File: config.mk
export PLATFORM = sky130hd
export DESIGN_NAME = alu_div_sequencer_flat
export DESIGN_NICKNAME = d
export VERILOG_FILES = /design/src/rtl/alu_div_sequencer_if.sv /design/src/rtl/alu_div_sequencer.sv /design/src/flat_wrapper.sv
export SDC_FILE = /design/constraint.sdc
export NUM_CORES = 1
export LEC_CHECK = 0
export CAP_MARGIN = 20
export CORE_ASPECT_RATIO = 0.8
export CORE_UTILIZATION = 50
export CTS_BUF_LIST = sky130_fd_sc_hd__clkbuf_16
export CTS_CLUSTER_DIAMETER = 30
export DETAILED_ROUTE_END_ITERATION = 10
export PLACE_DENSITY = 0.76
export RECOVER_POWER = 100
export SYNTH_ARGS = -nofsm -noshare
export SYNTH_HDL_FRONTEND = slang
export SYNTH_SLANG_ARGS = --single-unit
File: constraint.sdc
create_clock -name clk -period 2.6 [get_ports clk]
set_input_delay 0.65 -clock clk [delete_from_list [all_inputs] [get_ports clk]]
set_output_delay 0.65 -clock clk [all_outputs]
set_load 0.005 [all_outputs]
File: src/rtl/alu_div_sequencer_if.sv
// Request/result bundle between the EX stage (master) and the divide sequencer (slave).
// The div_by_zero signal exists only when DIV_ZERO_TRAP_EN is defined.
interface alu_div_sequencer_if #(
    parameter int WIDTH = 32
);
    logic             start;
    logic             is_signed;
    logic [WIDTH-1:0] dividend;
    logic [WIDTH-1:0] divisor;
    logic             flush;
    logic             busy;
    logic             done;
    logic [WIDTH-1:0] quotient;
    logic [WIDTH-1:0] remainder;
`ifdef DIV_ZERO_TRAP_EN
    logic             div_by_zero;

    modport master (
        output start, is_signed, dividend, divisor, flush,
        input  busy, done, quotient, remainder, div_by_zero
    );
    modport slave (
        input  start, is_signed, dividend, divisor, flush,
        output busy, done, quotient, remainder, div_by_zero
    );
`else
    modport master (
        output start, is_signed, dividend, divisor, flush,
        input  busy, done, quotient, remainder
    );
    modport slave (
        input  start, is_signed, dividend, divisor, flush,
        output busy, done, quotient, remainder
    );
`endif
endinterface

File: src/rtl/alu_div_sequencer.sv
// Multi-cycle DIV/DIVU restoring divider that borrows an external alu for its subtracts.
// Optional feature macro: DIV_ZERO_TRAP_EN (short-circuits divide-by-zero, adds div_by_zero).
module alu_div_sequencer #(
    parameter int         WIDTH     = 32,
    parameter logic [3:0] ALUC_SUBU = 4'b0001,
    parameter logic [3:0] ALUC_IDLE = 4'b0000
) (
    input  logic                  clk,
    input  logic                  rst_n,
    alu_div_sequencer_if.slave    bus,
    output logic [WIDTH-1:0]      alu_a_o,
    output logic [WIDTH-1:0]      alu_b_o,
    output logic [3:0]            alu_aluc_o,
    input  logic [WIDTH-1:0]      alu_r_i,
    input  logic                  alu_carry_i
);

    localparam int CW = (WIDTH > 2) ? $clog2(WIDTH) : 1;

    typedef enum logic [1:0] {
        S_IDLE = 2'b00,
        S_ITER = 2'b01,
        S_FIX  = 2'b10
    } state_e;

    function automatic logic [WIDTH-1:0] neg2(input logic [WIDTH-1:0] x);
        return ~x + {{(WIDTH-1){1'b0}}, 1'b1};
    endfunction

    state_e           state_q, state_d;
    logic [CW-1:0]    cnt_q, cnt_d;
    logic [WIDTH-1:0] rem_q, rem_d;
    logic [WIDTH-1:0] quo_q, quo_d;
    logic             q_neg_q, q_neg_d;
    logic             r_neg_q, r_neg_d;
    logic [WIDTH-1:0] alu_a_q, alu_a_d;
    logic [WIDTH-1:0] alu_b_q, alu_b_d;
    logic [3:0]       alu_aluc_q, alu_aluc_d;
    logic             busy_q, busy_d;
    logic             done_q, done_d;
    logic [WIDTH-1:0] quotient_q, quotient_d;
    logic [WIDTH-1:0] remainder_q, remainder_d;
`ifdef DIV_ZERO_TRAP_EN
    logic             dz_q, dz_d;
    logic             div_by_zero_q, div_by_zero_d;
`endif

    logic             dd_neg_s;
    logic             dv_neg_s;
    logic [WIDTH-1:0] dd_mag_s;
    logic [WIDTH-1:0] dv_mag_s;
    logic             ok_s;

    // Next-state, datapath and registered-output computation.
    always_comb begin
        state_d     = state_q;
        cnt_d       = cnt_q;
        rem_d       = rem_q;
        quo_d       = quo_q;
        q_neg_d     = q_neg_q;
        r_neg_d     = r_neg_q;
        alu_b_d     = alu_b_q;
        alu_a_d     = {WIDTH{1'b0}};
        alu_aluc_d  = ALUC_IDLE;
        done_d      = 1'b0;
        quotient_d  = quotient_q;
        remainder_d = remainder_q;
`ifdef DIV_ZERO_TRAP_EN
        dz_d          = dz_q;
        div_by_zero_d = 1'b0;
`endif

        dd_neg_s = bus.is_signed & bus.dividend[WIDTH-1];
        dv_neg_s = bus.is_signed & bus.divisor[WIDTH-1];
        dd_mag_s = dd_neg_s ? neg2(bus.dividend) : bus.dividend;
        dv_mag_s = dv_neg_s ? neg2(bus.divisor) : bus.divisor;
        // A set top bit means P really has WIDTH+1 bits, so it always exceeds the divisor.
        ok_s     = rem_q[WIDTH-1] | ~alu_carry_i;

        case (state_q)
            S_IDLE: begin
                if (bus.start && !bus.flush) begin
                    q_neg_d = dd_neg_s ^ dv_neg_s;
                    r_neg_d = dd_neg_s;
                    rem_d   = {WIDTH{1'b0}};
                    quo_d   = dd_mag_s;
                    alu_b_d = dv_mag_s;
                    cnt_d   = CW'(WIDTH - 1);
                    state_d = S_ITER;
`ifdef DIV_ZERO_TRAP_EN
                    dz_d = 1'b0;
                    if (bus.divisor == {WIDTH{1'b0}}) begin
                        quo_d   = {WIDTH{1'b1}};
                        rem_d   = bus.dividend;
                        q_neg_d = 1'b0;
                        r_neg_d = 1'b0;
                        dz_d    = 1'b1;
                        state_d = S_FIX;
                    end else begin
                        dz_d = 1'b0;
                    end
`endif
                end else begin
                    state_d = S_IDLE;
                end
            end
            S_ITER: begin
                if (bus.flush) begin
                    state_d = S_IDLE;
                end else begin
                    rem_d = ok_s ? alu_r_i : alu_a_q;
                    quo_d = {quo_q[WIDTH-2:0], ok_s};
                    if (cnt_q == {CW{1'b0}}) begin
                        state_d = S_FIX;
                    end else begin
                        cnt_d = cnt_q - {{(CW-1){1'b0}}, 1'b1};
                    end
                end
            end
            S_FIX: begin
                if (bus.flush) begin
                    state_d = S_IDLE;
                end else begin
                    state_d     = S_IDLE;
                    done_d      = 1'b1;
                    quotient_d  = q_neg_q ? neg2(quo_q) : quo_q;
                    remainder_d = r_neg_q ? neg2(rem_q) : rem_q;
`ifdef DIV_ZERO_TRAP_EN
                    div_by_zero_d = dz_q;
`endif
                end
            end
            default: begin
                state_d = S_IDLE;
            end
        endcase

        // The alu operands are pre-computed for the coming cycle and held at zero otherwise.
        if (state_d == S_ITER) begin
            alu_a_d    = {rem_d[WIDTH-2:0], quo_d[WIDTH-1]};
            alu_aluc_d = ALUC_SUBU;
        end else begin
            alu_a_d    = {WIDTH{1'b0}};
            alu_b_d    = {WIDTH{1'b0}};
            alu_aluc_d = ALUC_IDLE;
        end

        busy_d = (state_d != S_IDLE);
    end

    // State and output registers.
    always_ff @(posedge clk or negedge rst_n) begin
        if (!rst_n) begin
            state_q     <= S_IDLE;
            cnt_q       <= {CW{1'b0}};
            rem_q       <= {WIDTH{1'b0}};
            quo_q       <= {WIDTH{1'b0}};
            q_neg_q     <= 1'b0;
            r_neg_q     <= 1'b0;
            alu_a_q     <= {WIDTH{1'b0}};
            alu_b_q     <= {WIDTH{1'b0}};
            alu_aluc_q  <= ALUC_IDLE;
            busy_q      <= 1'b0;
            done_q      <= 1'b0;
            quotient_q  <= {WIDTH{1'b0}};
            remainder_q <= {WIDTH{1'b0}};
`ifdef DIV_ZERO_TRAP_EN
            dz_q          <= 1'b0;
            div_by_zero_q <= 1'b0;
`endif
        end else begin
            state_q     <= state_d;
            cnt_q       <= cnt_d;
            rem_q       <= rem_d;
            quo_q       <= quo_d;
            q_neg_q     <= q_neg_d;
            r_neg_q     <= r_neg_d;
            alu_a_q     <= alu_a_d;
            alu_b_q     <= alu_b_d;
            alu_aluc_q  <= alu_aluc_d;
            busy_q      <= busy_d;
            done_q      <= done_d;
            quotient_q  <= quotient_d;
            remainder_q <= remainder_d;
`ifdef DIV_ZERO_TRAP_EN
            dz_q          <= dz_d;
            div_by_zero_q <= div_by_zero_d;
`endif
        end
    end

    assign bus.busy      = busy_q;
    assign bus.done      = done_q;
    assign bus.quotient  = quotient_q;
    assign bus.remainder = remainder_q;
`ifdef DIV_ZERO_TRAP_EN
    assign bus.div_by_zero = div_by_zero_q;
`endif
    assign alu_a_o    = alu_a_q;
    assign alu_b_o    = alu_b_q;
    assign alu_aluc_o = alu_aluc_q;

endmodule
File: src/flat_wrapper.sv
// flat-port wrapper written by rule: the top's interface ports become plain ports
module alu_div_sequencer_flat 
#(
    parameter int         WIDTH     = 32,
    parameter logic [3:0] ALUC_SUBU = 4'b0001,
    parameter logic [3:0] ALUC_IDLE = 4'b0000
)
  (clk, rst_n, alu_a_o, alu_b_o, alu_aluc_o, alu_r_i, alu_carry_i, bus_start, bus_is_signed, bus_dividend, bus_divisor, bus_flush, bus_busy, bus_done, bus_quotient, bus_remainder);
  alu_div_sequencer_if #(.WIDTH(WIDTH)) bus_i ();
  input  logic clk;
  input  logic rst_n;
  output logic [WIDTH-1:0] alu_a_o;
  output logic [WIDTH-1:0] alu_b_o;
  output logic [3:0] alu_aluc_o;
  input  logic [WIDTH-1:0] alu_r_i;
  input  logic alu_carry_i;
  input wire logic [$bits(bus_i.start)-1:0] bus_start;
  input wire logic [$bits(bus_i.is_signed)-1:0] bus_is_signed;
  input wire logic [$bits(bus_i.dividend)-1:0] bus_dividend;
  input wire logic [$bits(bus_i.divisor)-1:0] bus_divisor;
  input wire logic [$bits(bus_i.flush)-1:0] bus_flush;
  output wire logic [$bits(bus_i.busy)-1:0] bus_busy;
  output wire logic [$bits(bus_i.done)-1:0] bus_done;
  output wire logic [$bits(bus_i.quotient)-1:0] bus_quotient;
  output wire logic [$bits(bus_i.remainder)-1:0] bus_remainder;
  assign bus_i.start = bus_start;
  assign bus_i.is_signed = bus_is_signed;
  assign bus_i.dividend = bus_dividend;
  assign bus_i.divisor = bus_divisor;
  assign bus_i.flush = bus_flush;
  assign bus_busy = bus_i.busy;
  assign bus_done = bus_i.done;
  assign bus_quotient = bus_i.quotient;
  assign bus_remainder = bus_i.remainder;
  alu_div_sequencer #(.WIDTH(WIDTH), .ALUC_SUBU(ALUC_SUBU), .ALUC_IDLE(ALUC_IDLE)) u_core (.clk(clk), .rst_n(rst_n), .bus(bus_i), .alu_a_o(alu_a_o), .alu_b_o(alu_b_o), .alu_aluc_o(alu_aluc_o), .alu_r_i(alu_r_i), .alu_carry_i(alu_carry_i));
endmodule
== Word level (Yosys, flattened, before mapping) ==
Cells that the tools add are included.

* Register bits: 204
* Bits of input ports: 102
* Output and inout bits: 134
* Logic and storage cells: 75

* Add/subtract/negate cells: 5
* Equality and inequality tests: 8
* Multiplexer cells: 26
* Bitwise gates (word level): 10
* Reductions and logical operators: 11

{| class="wikitable"
|+ Operators with widths
! operator !! count
|-
| 32-bit 2-to-1 mux || 13
|-
| 32-bit by 1-bit adder with 32-bit output, second input constant || 4
|-
| 32-bit inverter || 4
|-
| 32-bit case mux with 2 select lines || 2
|-
| 5-bit 2-to-1 mux || 3
|-
| 5-bit case mux with 2 select lines || 1
|-
| 2-bit != test, second input constant || 3
|-
| 2-bit AND reduction || 3
|-
| 5-bit logical NOT || 1
|-
| 5-bit by 1-bit subtractor with 5-bit output, second input constant || 1
|-
| 2-bit by 1-bit equality test with 1-bit output, second input constant || 2
|-
| 1-bit 2-to-1 mux || 4
|-
| 2-bit 2-to-1 mux || 2
|-
| 2-bit by 1-bit != test with 1-bit output, second input constant || 2
|-
| 2-bit case mux with 2 select lines || 1
|-
| 4-bit AND reduction || 1
|-
| 2-bit nonzero test || 2
|-
| 3-bit AND reduction || 1
|-
| 1-bit AND || 2
|-
| 2-bit equality test, second input constant || 1
|-
| 2-bit logical NOT || 1
|-
| 1-bit inverter || 2
|-
| 1-bit logical AND || 1
|-
| 1-bit logical NOT || 1
|-
| 2 further kinds || 2
|}

== Longest topological paths before layout ==
* Depth in word-level cells: 7
* Mapped depth: 8
* Gate-level depth less buffers: 7

== Least setup slack after synthesis ==
Ideal clock, no wire load.

* Path kind: input to register
* Start point: in bus_dividend[0]
* End point: reg u_core.quo_q[30]
* Library setup time: 0.133 ns
* Arrival time: 1.903 ns
* Required time: 2.467 ns
* Slack: 0.564 ns
* Stages on the path: 8
* Buffers on the path: 1
* Cells stage by stage: inv_1 -> ha_1 -> nor3b_1 -> and4_1 -> buf_2 -> a31oi_1 -> xnor2_1 -> o21ai_0

* Word-level cells in the longest chain between the ends: 5

{| class="wikitable"
|+ Ends and longest elaborated chain
! element !! RTL line !! RTL
|-
| start, declared || flat_wrapper.sv:19 || <nowiki>input wire logic [$bits(bus_i.dividend)-1:0] bus_dividend;</nowiki>
|-
| 32-bit inverter || alu_div_sequencer.sv:27 || <nowiki>return ~x + {{(WIDTH-1){1'b0}}, 1'b1};</nowiki>
|-
| 32-bit by 1-bit adder with 32-bit output || alu_div_sequencer.sv:27 ||
|-
| 32-bit 2-to-1 mux || alu_div_sequencer.sv:75 || <nowiki>dd_mag_s = dd_neg_s ? neg2(bus.dividend) : bus.dividend;</nowiki>
|-
| 32-bit 2-to-1 mux || alu_div_sequencer.sv:82 || <nowiki>if (bus.start && !bus.flush) begin</nowiki>
|-
| 32-bit case mux with 2 select lines || alu_div_sequencer.sv:80 || <nowiki>case (state_q)</nowiki>
|-
| end signal, assigned || alu_div_sequencer.sv:157 || <nowiki>quo_q <= {WIDTH{1'b0}};</nowiki>
|-
| end signal, assigned || alu_div_sequencer.sv:175 || <nowiki>quo_q <= quo_d;</nowiki>
|-
| end, declared || alu_div_sequencer.sv:33 || <nowiki>logic [WIDTH-1:0] quo_q, quo_d;</nowiki>
|}

No other way between the ends. The select of a mux whose other input is x is not followed.
A chain may end at the register's enable or synchronous reset.

== Worst setup path after layout ==
* Start point: in bus_start
* End point: reg u_core.alu_a_q[22] (netlist: u_core.alu_a_o[22])

* Elaborated cells between the ends (all ways): 7
* Classes of those cells: eq/ne (1); mux (5); reduce/logical (1)

{| class="wikitable"
|+ RTL lines
! element !! RTL line !! RTL
|-
| start, declared || flat_wrapper.sv:17 || <nowiki>input wire logic [$bits(bus_i.start)-1:0] bus_start;</nowiki>
|-
| 1-bit logical AND || alu_div_sequencer.sv:82 ||
|-
| 32-bit 2-to-1 mux || alu_div_sequencer.sv:82 ||
|-
| 32-bit case mux with 2 select lines || alu_div_sequencer.sv:80 ||
|-
| via u_core.rem_d[21] || alu_div_sequencer.sv:32 || <nowiki>logic [WIDTH-1:0] rem_q, rem_d;</nowiki>
|-
| 32-bit 2-to-1 mux || alu_div_sequencer.sv:139 || <nowiki>if (state_d == S_ITER) begin</nowiki>
|-
| via u_core.alu_a_d[22] || alu_div_sequencer.sv:36 || <nowiki>logic [WIDTH-1:0] alu_a_q, alu_a_d;</nowiki>
|-
| end signal, assigned || alu_div_sequencer.sv:160 || <nowiki>alu_a_q <= {WIDTH{1'b0}};</nowiki>
|-
| end signal, assigned || alu_div_sequencer.sv:178 || <nowiki>alu_a_q <= alu_a_d;</nowiki>
|-
| end, declared || alu_div_sequencer.sv:36 ||
|}

The timed path passes the listed nets, and every way through them passes these cells. The select of a mux whose other input is x is not followed.

==> metrics.md <==
| Metric | Value |
|---|---|
| WHS | 0.453 ns |
| Total CTS buffers | 38 |
| Post-layout min period | 2.35 ns |
| Worst-Skew Late Latency | 0.52 ns |
| Share of cells above drive strength 1 | 0.102 |
| # setup viols final | 0 |
| Vias in the first global route | 9126 |
| Clock tree buffer depth | 3 |
| Final Hold Fails | 0 |
| First-pass GRT wire length | 48400 um |
| Worst-case clock skew | 0.0344 ns |
| Fillers | 1585 |
| # IOs | 236 |
| Row count | 47 |
| Synth unique cells | 62 |
| Routed WL per cell | 18.0 um |
| Gr ovfl total | 0 |
| Tightest Pin Transition | 1.38 ns |
| CP Capture Type | flip-flop |
| Largest net degree at the start of global routing | 71 |
| WL final | 30200 um |
| GRT Overall Usage | 0.283 |
| Top cells by area, synth | dfrtp_1 (48%), o21ai_0 (7.5%), nand2_1 (5.7%) |
| Core area | 20700 um^2 |
| Routed Antenna Nets | 0 |
| Setup TNS | 0 ns |
| Mapped Cells | 1106 |
| Clock transition at path regs | 0.06 ns |
| Switching share of power | 0.295 |
| Net switching power figure | 3.14 mW |
| RSZ-0062 raised after global routing | no |
| FF+latch count, synth | 204 |
| Crit path max fanout | 14 |
| Crit path required time | 3.05 ns |
| CTS tree | yes |
| PD cells | 722 nW/um^2 |
| Run status | complete, no violations |
| Final Net Count | 1485 |
| Number of flops mapped to enable cells by yosys | 0 |
| Root buffer cell | clkbuf_16 |
| Initial antenna violation count | 0 |
| Number of vias per cell | 5.65 |
| H-tree levels | 2 |
| CTS sink count | 204 |
| Mapped cell area | 10600 um^2 |
| Pins Over Slew Limit | 0 |
| # hold bufs at CTS | 0 |
| Peak supply drop | 0.464 mV |
| Critical path data arrival time | 2.80 ns |
| Setup CP Type | input pin to flip-flop |
| Post-synth ARST share | 1.00 |
| Port bufs | 232 |
| Synth warnings | 0 |
| Reg power frac | 0.363 |
| Post-CTS Setup Bufs | 0 |
| Vias | 9459 |
| Cell-internal power | 7.50 mW |
| Diode count | 0 |
| Yosys top cell area share | 0.483 |
| Maxcap violations | 0 |
| Cell taking the most area after synthesis | dfrtp_1 |
| Clock power share | 0.456 |
| DP HPWL | 22000 um |
| FMAX | 426 MHz |
| Starting Density | 0.511 |
| Syn_area_per_cell | 9.56 um^2 |
| Most used flip-flop cell after synthesis | dfrtp_1 |
| Die height | 132 um |
| Gpl congestion | 0.916 |
| Area added between synthesis and finish | 39.5% |
| Post-synthesis sequential area ratio | 0.483 |
| Worst Hold Class | input pin to async pin |
| Slew headroom | 0.0767 |
| Startpoint Class | input pin |
| Leak | 6.71 nW |
| Post-CTS Resized | 0 |
| Comb pwr share | 0.180 |
| Final period utilization | 0.903 |
| Iter 0 DRT Violations | 743 |
| DIE AREA | 21700 um^2 |
| DR pass1 iterations | 5 |
| Remaining DRCs | 0 |
| Die X | 165 um |
==> power groups by stage <==
stage               Clock (mW)  Sequential (mW)  Combinational (mW)
finish                    4.86             3.87                1.92
detailed placement           0             3.90                1.97
floorplan                    0             3.76                1.20
global placement             0             3.88                1.93
CTS                       4.92             3.85                1.98
global route              5.06             3.90                2.12
==> cell usage in the layout, fill, tap and decap left out, types with 17 or more instances in the layout <==
cell and n:
a21oi_1 37, nand2_1 160, o31ai_1 21, and2_0 29, mux2i_1 26, dlygate4sd3_1 132
dfrtp_1 204, xor2_1 68, nor3_1 17, clkbuf_16 41, o21ai_0 167, a22oi_1 32
clkdlybuf4s50_1 99, a31oi_1 19, buf_4 49, nor2_1 35, xnor2_1 50, inv_1 28
==> layout make-up <==
type / instances / area (um^2) / area share
sequential: 204 / 5100 / 0.346
multi-input combinational: 808 / 5050 / 0.343
timing repair buffer: 299 / 2870 / 0.194
clock buffer: 41 / 1030 / 0.0696
tap: 269 / 337 / 0.0228
clock inverter: 28 / 256 / 0.0174
inverter: 26 / 97.6 / 0.00662
==> cells in the mapped netlist, types with 9 or more instances <==
cell type / count
a21o_1: 11
a21oi_1: 37
a22oi_1: 32
a31oi_1: 19
and2_1: 34
buf_2: 11
clkbuf_1: 50
dfrtp_1: 204
inv_1: 25
mux2i_1: 26
nand2_1: 160
nand3_1: 9
nor2_1: 35
nor3_1: 17
nor4_1: 13
o21ai_0: 159
o21ai_1: 11
o31ai_1: 20
o41ai_1: 13
xnor2_1: 50
xor2_1: 68
==> flip-flops by register name, summed over array words and instances, names as in the netlist <==
name                  flops
u_core.r_neg_q            1
u_core.cnt_q              5
u_core.alu_a_o           32
u_core.rem_q             32
u_core.alu_b_o           32
u_core.bus.remainder     32
u_core.bus.quotient      32
u_core.quo_q             32
u_core.q_neg_q            1
u_core.bus.done           1
u_core.bus.busy           1
u_core.alu_aluc_o         1
u_core.state_q            2
==> cell families after synthesis <==
| family | Yosys count | share of synthesized area |
|---|---|---|
| fa+ha+maj | 6 | 0.00710 |
| xor+xnor | 118 | 0.0978 |
| compound gates | 325 | 0.186 |
| other cells | 1 | 0.000355 |
| simple gates | 328 | 0.162 |
| flops | 204 | 0.483 |
| mux | 28 | 0.0268 |
| buf+inv | 96 | 0.0366 |
==> critical path, stage by stage <==
cell	delay [ns]
clkdlybuf4s50_1	0.44
o21ai_1	0.90
buf_4	0.34
nand2_1	0.08
o21ai_0	0.17
and2_0	0.20
==> final timing paths <==
kind | to | slack (ns) | depth (start not counted) | from
max | u_core.alu_a_o[22]$_DFF_PN0_ | 0.25 | 6 | bus_start
min | u_core.alu_a_o[14]$_DFF_PN0_ | 0.45 | 1 | rst_n
max reg2reg | u_core.bus.remainder[24]$_DFFE_PN0P_ | 0.29 | 8 | u_core.rem_q[0]$_DFF_PN0_
min reg2reg | u_core.bus.quotient[23]$_DFFE_PN0P_ | 0.47 | 2 | u_core.bus.quotient[23]$_DFFE_PN0P_
max in group asynchronous | u_core.quo_q[24]$_DFFE_PN0P_ | 0.56 | 2 | rst_n
min in group clk | u_core.bus.quotient[23]$_DFFE_PN0P_ | 0.47 | 2 | u_core.bus.quotient[23]$_DFFE_PN0P_
==> metrics by stage <==
stage | std cells | worst slack, ns | utilization | area (um^2) | total power, mW
floorplan | 1108 | 0.564 | - | 10600 | 4.96
global placement | 1606 | -0.0632 | 0.657 | 13600 | 5.82
detailed placement | 1606 | -0.0725 | 0.657 | 13600 | 5.87
CTS | 1675 | 0.405 | 0.719 | 14900 | 10.8
global route | 1675 | 0.105 | 0.712 | 14700 | 11.1
finish | 1675 | 0.253 | 0.712 | 14700 | 10.6
==> per-layer routing <==
layer	track usage	part of all wire	vias to the layer above
met2	0.401	0.44	365
met5	0	0	-
li1	-	-	4483
met4	0.0912	0.026	0
met1	0.423	0.46	4547
met3	0.0730	0.083	64
(Power assumes the default switching activity.)
